`src/rtl/sobel_frame_controller.sv`:
```
// Frame sequencer for the Sobel datapath: walks the output window over the frame and
// handshakes with the read/shift/calc/write/move units. Optional watchdog: CTRL_TIMEOUT_EN.
module sobel_frame_controller #(
    parameter int IMG_W       = 640,
    parameter int IMG_H       = 480,
    parameter int KERNEL      = 3,
    parameter int TIMEOUT_CYC = 1024
) (
    input  logic                     clk,
    input  logic                     n_rst,
    input  logic                     start,
    input  logic                     abort,
    input  logic                     read_done,
    input  logic                     shift_done,
    input  logic                     calculation_done,
    input  logic                     write_done,
    input  logic                     move_done,
    output logic                     start_read,
    output logic                     start_shift,
    output logic                     start_calculation,
    output logic                     start_write,
    output logic                     start_move,
    output logic                     busy,
    output logic                     frame_done,
    output logic [$clog2(IMG_H)-1:0] row_idx,
    output logic [$clog2(IMG_W)-1:0] col_idx,
    output logic                     err
);
    localparam int OUT_ROWS = IMG_H - KERNEL + 1;
    localparam int OUT_COLS = IMG_W - KERNEL + 1;
    localparam int RW       = $clog2(IMG_H);
    localparam int CW       = $clog2(IMG_W);
    localparam int PW       = $clog2(KERNEL + 1);

    typedef enum logic [3:0] {
        IDLE, RD, RD_W, SH, SH_W, CA, CA_W, WR, WR_W, MV, MV_W, DONE
    } state_t;

    state_t        state;
    logic [PW-1:0] prime_cnt;

`ifdef CTRL_TIMEOUT_EN
    localparam int TW = $clog2(TIMEOUT_CYC + 1);
    logic [TW-1:0] wait_cnt;
    logic          in_wait;
    logic          wait_hit;

    always_comb begin
        in_wait  = 1'b1;
        wait_hit = 1'b0;
        case (state)
            RD_W:    wait_hit = read_done;
            SH_W:    wait_hit = shift_done;
            CA_W:    wait_hit = calculation_done;
            WR_W:    wait_hit = write_done;
            MV_W:    wait_hit = move_done;
            default: in_wait  = 1'b0;
        endcase
    end
`else
    assign err = 1'b0;
`endif

    always_ff @(posedge clk or negedge n_rst) begin
        if (!n_rst) begin
            state     <= IDLE;
            row_idx   <= '0;
            col_idx   <= '0;
            prime_cnt <= '0;
`ifdef CTRL_TIMEOUT_EN
            wait_cnt  <= '0;
            err       <= 1'b0;
`endif
        end else begin
`ifdef CTRL_TIMEOUT_EN
            // Issue states always precede a wait state, so the count restarts on entry.
            wait_cnt <= in_wait ? wait_cnt + 1'b1 : '0;
`endif
            if (abort && state != IDLE) begin
                state     <= IDLE;
                row_idx   <= '0;
                col_idx   <= '0;
                prime_cnt <= '0;
`ifdef CTRL_TIMEOUT_EN
            end else if (in_wait && !wait_hit && wait_cnt == TW'(TIMEOUT_CYC - 1)) begin
                state     <= IDLE;
                err       <= 1'b1;
                row_idx   <= '0;
                col_idx   <= '0;
                prime_cnt <= '0;
`endif
            end else begin
                case (state)
                    IDLE: if (start) begin
                        state     <= RD;
                        row_idx   <= '0;
                        col_idx   <= '0;
                        prime_cnt <= '0;
`ifdef CTRL_TIMEOUT_EN
                        err       <= 1'b0;
`endif
                    end
                    RD:   state <= RD_W;
                    RD_W: if (read_done) begin
                        // Row 0 primes the line buffer with KERNEL reads; later rows need one.
                        if (row_idx == RW'(0)) begin
                            prime_cnt <= prime_cnt + 1'b1;
                            state     <= (prime_cnt < PW'(KERNEL - 1)) ? RD : SH;
                        end else begin
                            state <= SH;
                        end
                    end
                    SH:   state <= SH_W;
                    SH_W: if (shift_done) state <= CA;
                    CA:   state <= CA_W;
                    CA_W: if (calculation_done) state <= WR;
                    WR:   state <= WR_W;
                    WR_W: if (write_done) begin
                        if (col_idx < CW'(OUT_COLS - 1)) begin
                            col_idx <= col_idx + 1'b1;
                            state   <= SH;
                        end else begin
                            col_idx <= '0;
                            state   <= (row_idx < RW'(OUT_ROWS - 1)) ? MV : DONE;
                        end
                    end
                    MV:   state <= MV_W;
                    MV_W: if (move_done) begin
                        row_idx <= row_idx + 1'b1;
                        state   <= RD;
                    end
                    DONE:    state <= IDLE;
                    default: state <= IDLE;
                endcase
            end
        end
    end

    // Pulses are suppressed in the abort cycle so an aborted issue never reaches a unit.
    assign start_read        = (state == RD)   && !abort;
    assign start_shift       = (state == SH)   && !abort;
    assign start_calculation = (state == CA)   && !abort;
    assign start_write       = (state == WR)   && !abort;
    assign start_move        = (state == MV)   && !abort;
    assign frame_done        = (state == DONE) && !abort;
    assign busy              = (state != IDLE);
endmodule

```
`config.mk`:
```
export PLATFORM = sky130hd
export DESIGN_NAME = sobel_frame_controller
export DESIGN_NICKNAME = d
export VERILOG_FILES = /design/src/rtl/sobel_frame_controller.sv
export SDC_FILE = /design/constraint.sdc
export NUM_CORES = 1
export LEC_CHECK = 0
export CORE_MARGIN = 10
export CORE_UTILIZATION = 53
export CTS_BUF_LIST = sky130_fd_sc_hd__clkbuf_2 sky130_fd_sc_hd__clkbuf_4 sky130_fd_sc_hd__clkbuf_8
export DETAILED_ROUTE_END_ITERATION = 16
export GPL_ROUTABILITY_DRIVEN = 0
export GPL_TIMING_DRIVEN = 1
export PLACE_DENSITY = 0.92
export SYNTH_ARGS = -nofsm -noshare
export SYNTH_HDL_FRONTEND = slang
export SYNTH_SLANG_ARGS = --single-unit
```
`constraint.sdc`:
```
create_clock -name clk -period 2.5 [get_ports clk]
set_input_delay 0.625 -clock clk [delete_from_list [all_inputs] [get_ports clk]]
set_output_delay 0.625 -clock clk [all_outputs]
set_load 0.005 [all_outputs]
```
# Word level (Yosys, flattened, before mapping)
# Index checks and enable logic that the tools add are counted.
# Widths: inputs -> output; s select.
# word_totals
ff_bits,25
elab_cells,72
# classes
mux,26
reduce_logical,18
add_sub_neg,3
eq_ne,18
order_cmp,3
# ops
operator,count
$pmux 4 s11,1
$mux 10,4
$mux 4,8
$mux 9,3
$ne 3x3->1 const B,7
$pmux 10 s2,1
$pmux 9 s2,1
$eq 4x3->1 const B,4
$eq 4x4->1 const B,4
$mux 2,7
$add 10x1->10 const B,1
$lt 10x10->1 const B,1
$add 9x1->9 const B,1
$logic_not 9->1,1
$lt 9x9->1 const B,1
$reduce_bool 3->1,3
$eq 4x2->1 const B,2
$logic_and 1x1->1,7
$reduce_and 3->1,2
$reduce_and 6->1,1
$eq 4x1->1 const B,1
$logic_not 4->1,1
$pmux 2 s2,1
$reduce_and 4->1,1
other kinds (4),4

# Depth between registers and ports, before layout
# logic_depth
ltp_word,6
ltp_mapped,8
depth_no_buf,7

# Worst setup path before layout
# No wires, ideal clock.
# synth_timing
kind,input-to-reg
start,in abort
end,reg state[3]
required_ps,2379
arrival_ps,1952
setup_slack_ps,427
path_stages,6
path_buffers,1
cell_sequence,clkbuf_1 > or4b_2 > o32ai_1 > a311o_1 > nor2_1 > a22o_1
# synth_via
elab_chain_len,3
elab_cells_between_ends,9
# synth_rtl
element,line,rtl
start: declaration,12,"input logic abort,"
$logic_and 1x1->1 (*),79,if (abort && state != IDLE) begin
$ne 3x3->1 (no line),-,
$reduce_and 6->1 (no line),-,
end signal: assignment,108,state <= (prime_cnt < PW'(KERNEL - 1)) ? RD : SH;
end signal: assignment,124,state <= (row_idx < RW'(OUT_ROWS - 1)) ? MV : DONE;
end: declaration,39,state_t state;
# Mark *: on every way between the ends. The rest lies on a longest branch, timed or not.
# A chain may end at the register's enable or synchronous reset.

# Worst setup path after layout
# layout_timing
start,reg state[2]
end,out busy
# layout_via
elab_chain_len,1
# layout_rtl
element,line,rtl
$reduce_bool 4->1,146,assign busy = (state != IDLE);
end: declaration,23,"output logic busy,"
# Every way passes these cells.

==> summary.log <==
[detailed_routing] DRC violations left 0
[clocking] clock network latency to the later pin of the worst-skew pair 340 ps
[timing] Final WS setup 105 ps
[critical_path] critical path class flip-flop to output port
[global_routing] combined global-route utilization of all metal layers 14.8%
[synthesis] sequential element share of the synthesized area 36.5%
[synthesis] post-synth cell types 48
[global_routing] global-route wire length before repair 7520 um
[critical_path] FF-to-FF Start state[2]
[timing] Max Clk Rate 418 MHz
[timing] portion of the clock cycle consumed by the worst path in the final layout 95.8%
[layout] fillers 232
[layout] final core utilization 72.4%
[synthesis] proportion of synthesized flip-flops having asynchronous set or reset 100%
[critical_path] crit path DAT 1770 ps
[synthesis] Top FF cell, synth dfrtp_1
[timing] count of endpoints failing hold in the final timing report 0
[layout] synthesis-to-layout area growth 30.0%
[detailed_routing] vias after detailed routing 1720
[hold_path] Hold Path Sink prime_cnt[0]
[synthesis] Post-Syn Area per Cell 8.53 um2
[layout] count of nets after finishing 258
[synthesis] number of synthesized flops with an enable pin 0
[run_status] status completed
[synthesis] register bit total from synthesis 25
[die] vertical die dimension 76.9 um
[layout] share of final-layout standard cells stronger than drive strength 1 13.9%
[critical_path] data required time at the worst endpoint 1880 ps
[run] Maximum Capacitance Violations 0
[layout] most frequent standard cell in the layout excluding fill and tap cells clkdlybuf4s50_1
[power] leakage 0.000925 uW
[die] Boundary Pins 36
[critical_path] path depth of the worst reg2reg path 7
[detailed_routing] final wirelength 4630 um
[hold_path] type of the most critical hold path flip-flop to flip-flop
[critical_path] reg-to-reg critical path endpoint col_idx[2]
[global_routing] largest net degree at the start of global routing 26
[clocking] clock-pin slew reported for the worst setup and hold paths after clock tree synthesis 160 ps
[placed_design] number of buffer cells added on primary ports 34
[critical_path] setup slack of the worst register-to-register path 380 ps
[hold_path] hold path startpoint prime_cnt[0]
[clocking] CTS root buf clkbuf_4
[synthesis] net count of the mapped netlist 214
[power] power density over the cells 552 nW/um2
[critical_path] CP Max Fanout 13
[global_routing] initial antenna violation count 0
[layout] commonest cells after routing, fill and taps aside 27 x clkdlybuf4s50_1, 24 x o21ai_0, 23 x dfrtp_1, 19 x nor2_1, 15 x buf_4
[detailed_routing] number of detailed-routing iterations run before antenna repair 4
[clocking] number of buffers inserted by post-CTS setup repair 0
[hold_path] cell count of the worst hold path 1
[layout] area of the multi-input gates 1030 um2
[placed_design] post-place instance area 2180 um2
[global_routing] GR Overflow Total 0
[timing] number of pins with negative max-slew slack in the final report 0
[die] initial standard-cell utilization of the core 55.7%
[clocking] clk buf depth 2
[clocking] Num CTS Buffers 3
[die] Die X 76.9 um
[timing] # setup viols final 0
[detailed_routing] detailed-route vias per instance 5.97
[timing] largest clock skew in the final design 18.6 ps
[layout] Diodes inserted 0
[clocking] CTS H-Tree Depth 1
[clocking] clock tree from TritonCTS built
[detailed_routing] drt wl/cell 16.1 um
[timing] final period demand of the worst path 2390 ps
[synthesis] Yosys warning count 0
[die] Die ar. 5910 um2
[critical_path] kind of end point of the critical path output port
[clocking] total clock sinks 25
[timing] RSZ-0062 raised after global routing no
[power] Worst IR Drop VDD 0.264 mV
[synthesis] Post-Synthesis Cell Area 1720 um2
[die] core footprint 3080 um2
[global_routing] number of global-route vias before repair 1646
[detailed_routing] drt first-iter violations 142
[detailed_routing] Antenna Nets Post-Route 0
[synthesis] post-synthesis instance total 201
[critical_path] critical path startpoint category flip-flop
[layout] design area 2230 um2
[layout] footprint of the flip-flops and latches 628 um2
[placed_design] worst-case setup slack after placement -363 ps
[placed_design] half-perimeter wire length after detailed placement 3420 um
[die] number of cell rows 20
[cell usage after synthesis, types with 3 or more instances]
cell,instances,area (um2)
inv_1,8,30.0
nand2b_1,10,62.6
buf_2,5,25.0
nor2_1,19,71.3
or2_2,3,18.8
nor4_1,5,31.3
a21oi_1,3,15.0
clkbuf_1,5,18.8
nor3_1,6,30.0
and2_1,3,18.8
o21ai_0,24,120
nand3_1,9,45.0
dfrtp_1,25,626
nand4_1,3,18.8
ha_1,4,50.1
or3_1,3,18.8
nand2_1,14,52.6
a22o_1,6,52.6
o31ai_1,8,60.1
[critical path: stages, from the launching register on]
cell and delay, ps:
dfrtp_1 430, buf_4 200, nor4_4 250, inv_2 110, clkdlybuf4s50_1 460
[final cells by class]
class,count,area share (%)
well taps,44,2.47
repair buffers,50,20.6
flip-flops and latches,25,28.2
clock buffers,3,1.01
inverters,8,1.35
clock inverters,1,0.393
multi-input cells,157,46.0
[metrics by stage]
stage / setup TNS [ps] / power (uW) / instances / hold WS, ps
floorplan: 0 / 813 / 201 / 329
global placement: -1100 / 985 / 284 / 490
detailed placement: -1540 / 1000 / 284 / 496
CTS: -3.20 / 1210 / 288 / 516
global route: 0 / 1300 / 288 / 547
finish: 0 / 1230 / 288 / 513
[per-layer routing]
metal  routed length (um)  part of all wire (%)  GRT usage [%]
met5                    0                     0              0
met4                   56                   1.2           4.46
met3                  273                   5.9           3.38
met2                 2280                    49           25.5
met1                 2020                    44           17.8
[how the worst max path moves through the flow]
stage / endpoint / startpoint / slack (ps) / depth (start not counted)
after floorplan: state[3] / abort / 430 / 6
after global placement: frame_done / abort / -290 / 4
after detailed placement: frame_done / abort / -360 / 4
after CTS: frame_done / abort / -3 / 4
after global routing: busy / state[2] / 20 / 4
final: busy / state[2] / 110 / 4
[power by group]
part | internal (uW) | total (uW) | switching [uW]
registers | 434 | 504 | 69.3
clock network | 65.3 | 202 | 137
logic | 252 | 526 | 274
total | 751 | 1230 | 480
[sequential cells by signal, indices dropped and copies added, names as in the netlist]
name	count
row_idx	9
col_idx	10
prime_cnt	2
state	4
[cell families after synthesis]
kind of cell / count (synthesis) / synth area share, %
buffers and inverters: 19 / 4.74
other: 1 / 0.219
AO/OA/AOI/OAI: 61 / 25.2
AND/OR/NAND/NOR: 87 / 28.1
multiplexers: 3 / 1.82
adder cells (fa/ha/maj): 4 / 2.92
XOR/XNOR: 1 / 0.511
flip-flops: 25 / 36.5
[timing repair]
| action | in CTS | in global routing |
|---|---|---|
| endpoints found under the hold margin | 0 | 0 |
| hold buffers | 0 | 0 |
| gates cloned | 0 | 0 |
| setup endpoints to repair | 7 | 3 |
| resized for setup | 11 | 3 |
| pin swaps | 0 | 1 |
(Power assumes the default switching activity.)
==> RTL edit, RTL diff (same settings) <==
Make the reset (`n_rst`) synchronous in one clocked block.
--- a/src/rtl/sobel_frame_controller.sv
+++ b/src/rtl/sobel_frame_controller.sv
@@ -61,7 +61,7 @@
     assign err = 1'b0;
 `endif
 
-    always_ff @(posedge clk or negedge n_rst) begin
+    always_ff @(posedge clk) begin
         if (!n_rst) begin
             state     <= IDLE;
             row_idx   <= '0;
Check against the original RTL: differs if n_rst is asserted again (counterexample within 4 cycles, from zero or initial values and one cycle with n_rst low); with n_rst held inactive, the same outputs for 10 cycles.
==> RTL edit against the original RTL <==
Final cell count shrank 10%. Routed wire length shrank 12%. Synthesized cell count shrank 8.0%. Sequential cell count is the same. Setup slack gained 0.0012 ns. Register-to-register slack lost 0.03 ns. Utilization grew 0.25 points. Cell area shrank 10%. Total power shrank 20%. Area after synthesis shrank 10%. Highest routed layer unchanged.
==> RTL edit: results (changes against the original RTL) <==
| Stage | Metric | This run | Delta |
|---|---|---|---|
| worst setup path | Worst flop-to-flop path endpoint | prime_cnt[1] | was col_idx[2] |
| power | Switching part of the total | 34.1% | was 39.0% |
| placed design | Final HPWL from detailed placement | 3120 um | was 3420 um |
| finish | Total number of nets in the final design | 241 | was 258 |
| power | Logic power comb | 0.333 mW | was 0.526 mW |
| synthesis | Synth top cells by count | 25 x sky130_fd_sc_hd__dfxtp_1, 16 x sky130_fd_sc_hd__nor2_1, 13 x sky130_fd_sc_hd__a21oi_1 | was 25 x sky130_fd_sc_hd__dfrtp_1, 24 x sky130_fd_sc_hd__o21ai_0, 19 x sky130_fd_sc_hd__nor2_1 |
| outcome | Outcome | finished clean | unchanged |
| worst setup path | Start point of the critical path | state[3] | was state[2] |
| power | Power Density | 489 nW/um2 | was 552 nW/um2 |
| placed design | Placed Instance Area | 1970 um2 | was 2180 um2 |
| synthesis | Asr flop ratio synth | 0% | was 100% |
| worst hold path | Depth of the worst hold-timing path | 2 | was 1 |
| worst setup path | Startpoint of the most critical register-to-register path | state[1] | was state[2] |
| grt | Pin count of the biggest net entering global routing | 21 | was 26 |
| power | Static power due to leakage | 0.739 nW | was 0.925 nW |
| route | Total via count after detailed routing | 1,544 | was 1,720 |
| synthesis | Sequential-to-total area share from yosys stat | 32.5% | was 36.5% |
| sta | Final-layout worst hold slack | 0.489 ns | was 0.513 ns |
| synthesis | Distinct cell type count after synthesis | 52 | was 48 |
| worst setup path | Maximum fanout along the worst path | 9 | was 13 |
| worst hold path | WHS Endpoint | prime_cnt[1] | was prime_cnt[0] |
| synthesis | Ys flop type | sky130_fd_sc_hd__dfxtp_1 | was sky130_fd_sc_hd__dfrtp_1 |
| grt | Total GRT Usage | 14.6% | was 14.8% |
| sta | Setup Skew | 0.00202 ns | was 0.0186 ns |
| placed design | # placed instances | 254 | was 284 |
| route | Initial detailed-routing violation count | 72 | was 142 |
-- RTL edit: cell types whose count changed after synthesis, sizes merged, moves of 4 or more --
| cell | unedited run | this run |
|---|---|---|
| dfrtp | 25 | 0 |
| xnor2 | 0 | 4 |
| xor2 | 1 | 6 |
| or4 | 1 | 5 |
| a22o | 6 | 0 |
| o31ai | 8 | 4 |
| dfxtp | 0 | 25 |
| nand2b | 10 | 3 |
| a21oi | 3 | 13 |
| o21ai | 25 | 6 |
| or3 | 3 | 7 |
| nand2 | 14 | 9 |
-- RTL edit: kinds of logic after synthesis --
family | after synthesis | share of synthesized area (%)
AO/OA/AOI/OAI | 42 | 19.4
XOR/XNOR | 10 | 5.68
adder cells (fa/ha/maj) | 4 | 3.25
buffers and inverters | 17 | 5.03
flip-flops | 25 | 32.5
multiplexers | 6 | 4.87
other | 1 | 0.243
AND/OR/NAND/NOR | 80 | 29.1
-- RTL edit: final cells by class --
type | count | area, um2 | area share (%)
Inverter | 8 | 30.0 | 1.50
Timing Repair Buffer | 47 | 430 | 21.5
Sequential cell | 25 | 503 | 25.1
Tap cell | 31 | 38.8 | 1.94
Clock buffer | 3 | 22.5 | 1.12
Clock inverter | 1 | 5.00 | 0.250
Multi-Input combinational cell | 143 | 975 | 48.6
-- RTL edit: repair_timing --
action | 4_1_cts | 5_1_grt
endpoints found under the setup margin | 6 | 1
resized for setup | 9 | 1
pin swaps | 0 | 0
buffers inserted | 0 | 0
-- RTL edit: metal layers --
| layer | global-route usage, % | part of all wire [%] |
|---|---|---|
| met4 | 5.80 | 1.4 |
| met1 | 16.5 | 42 |
| met2 | 25.0 | 48 |
| met5 | 0 | 0 |
| met3 | 4.52 | 8.5 |
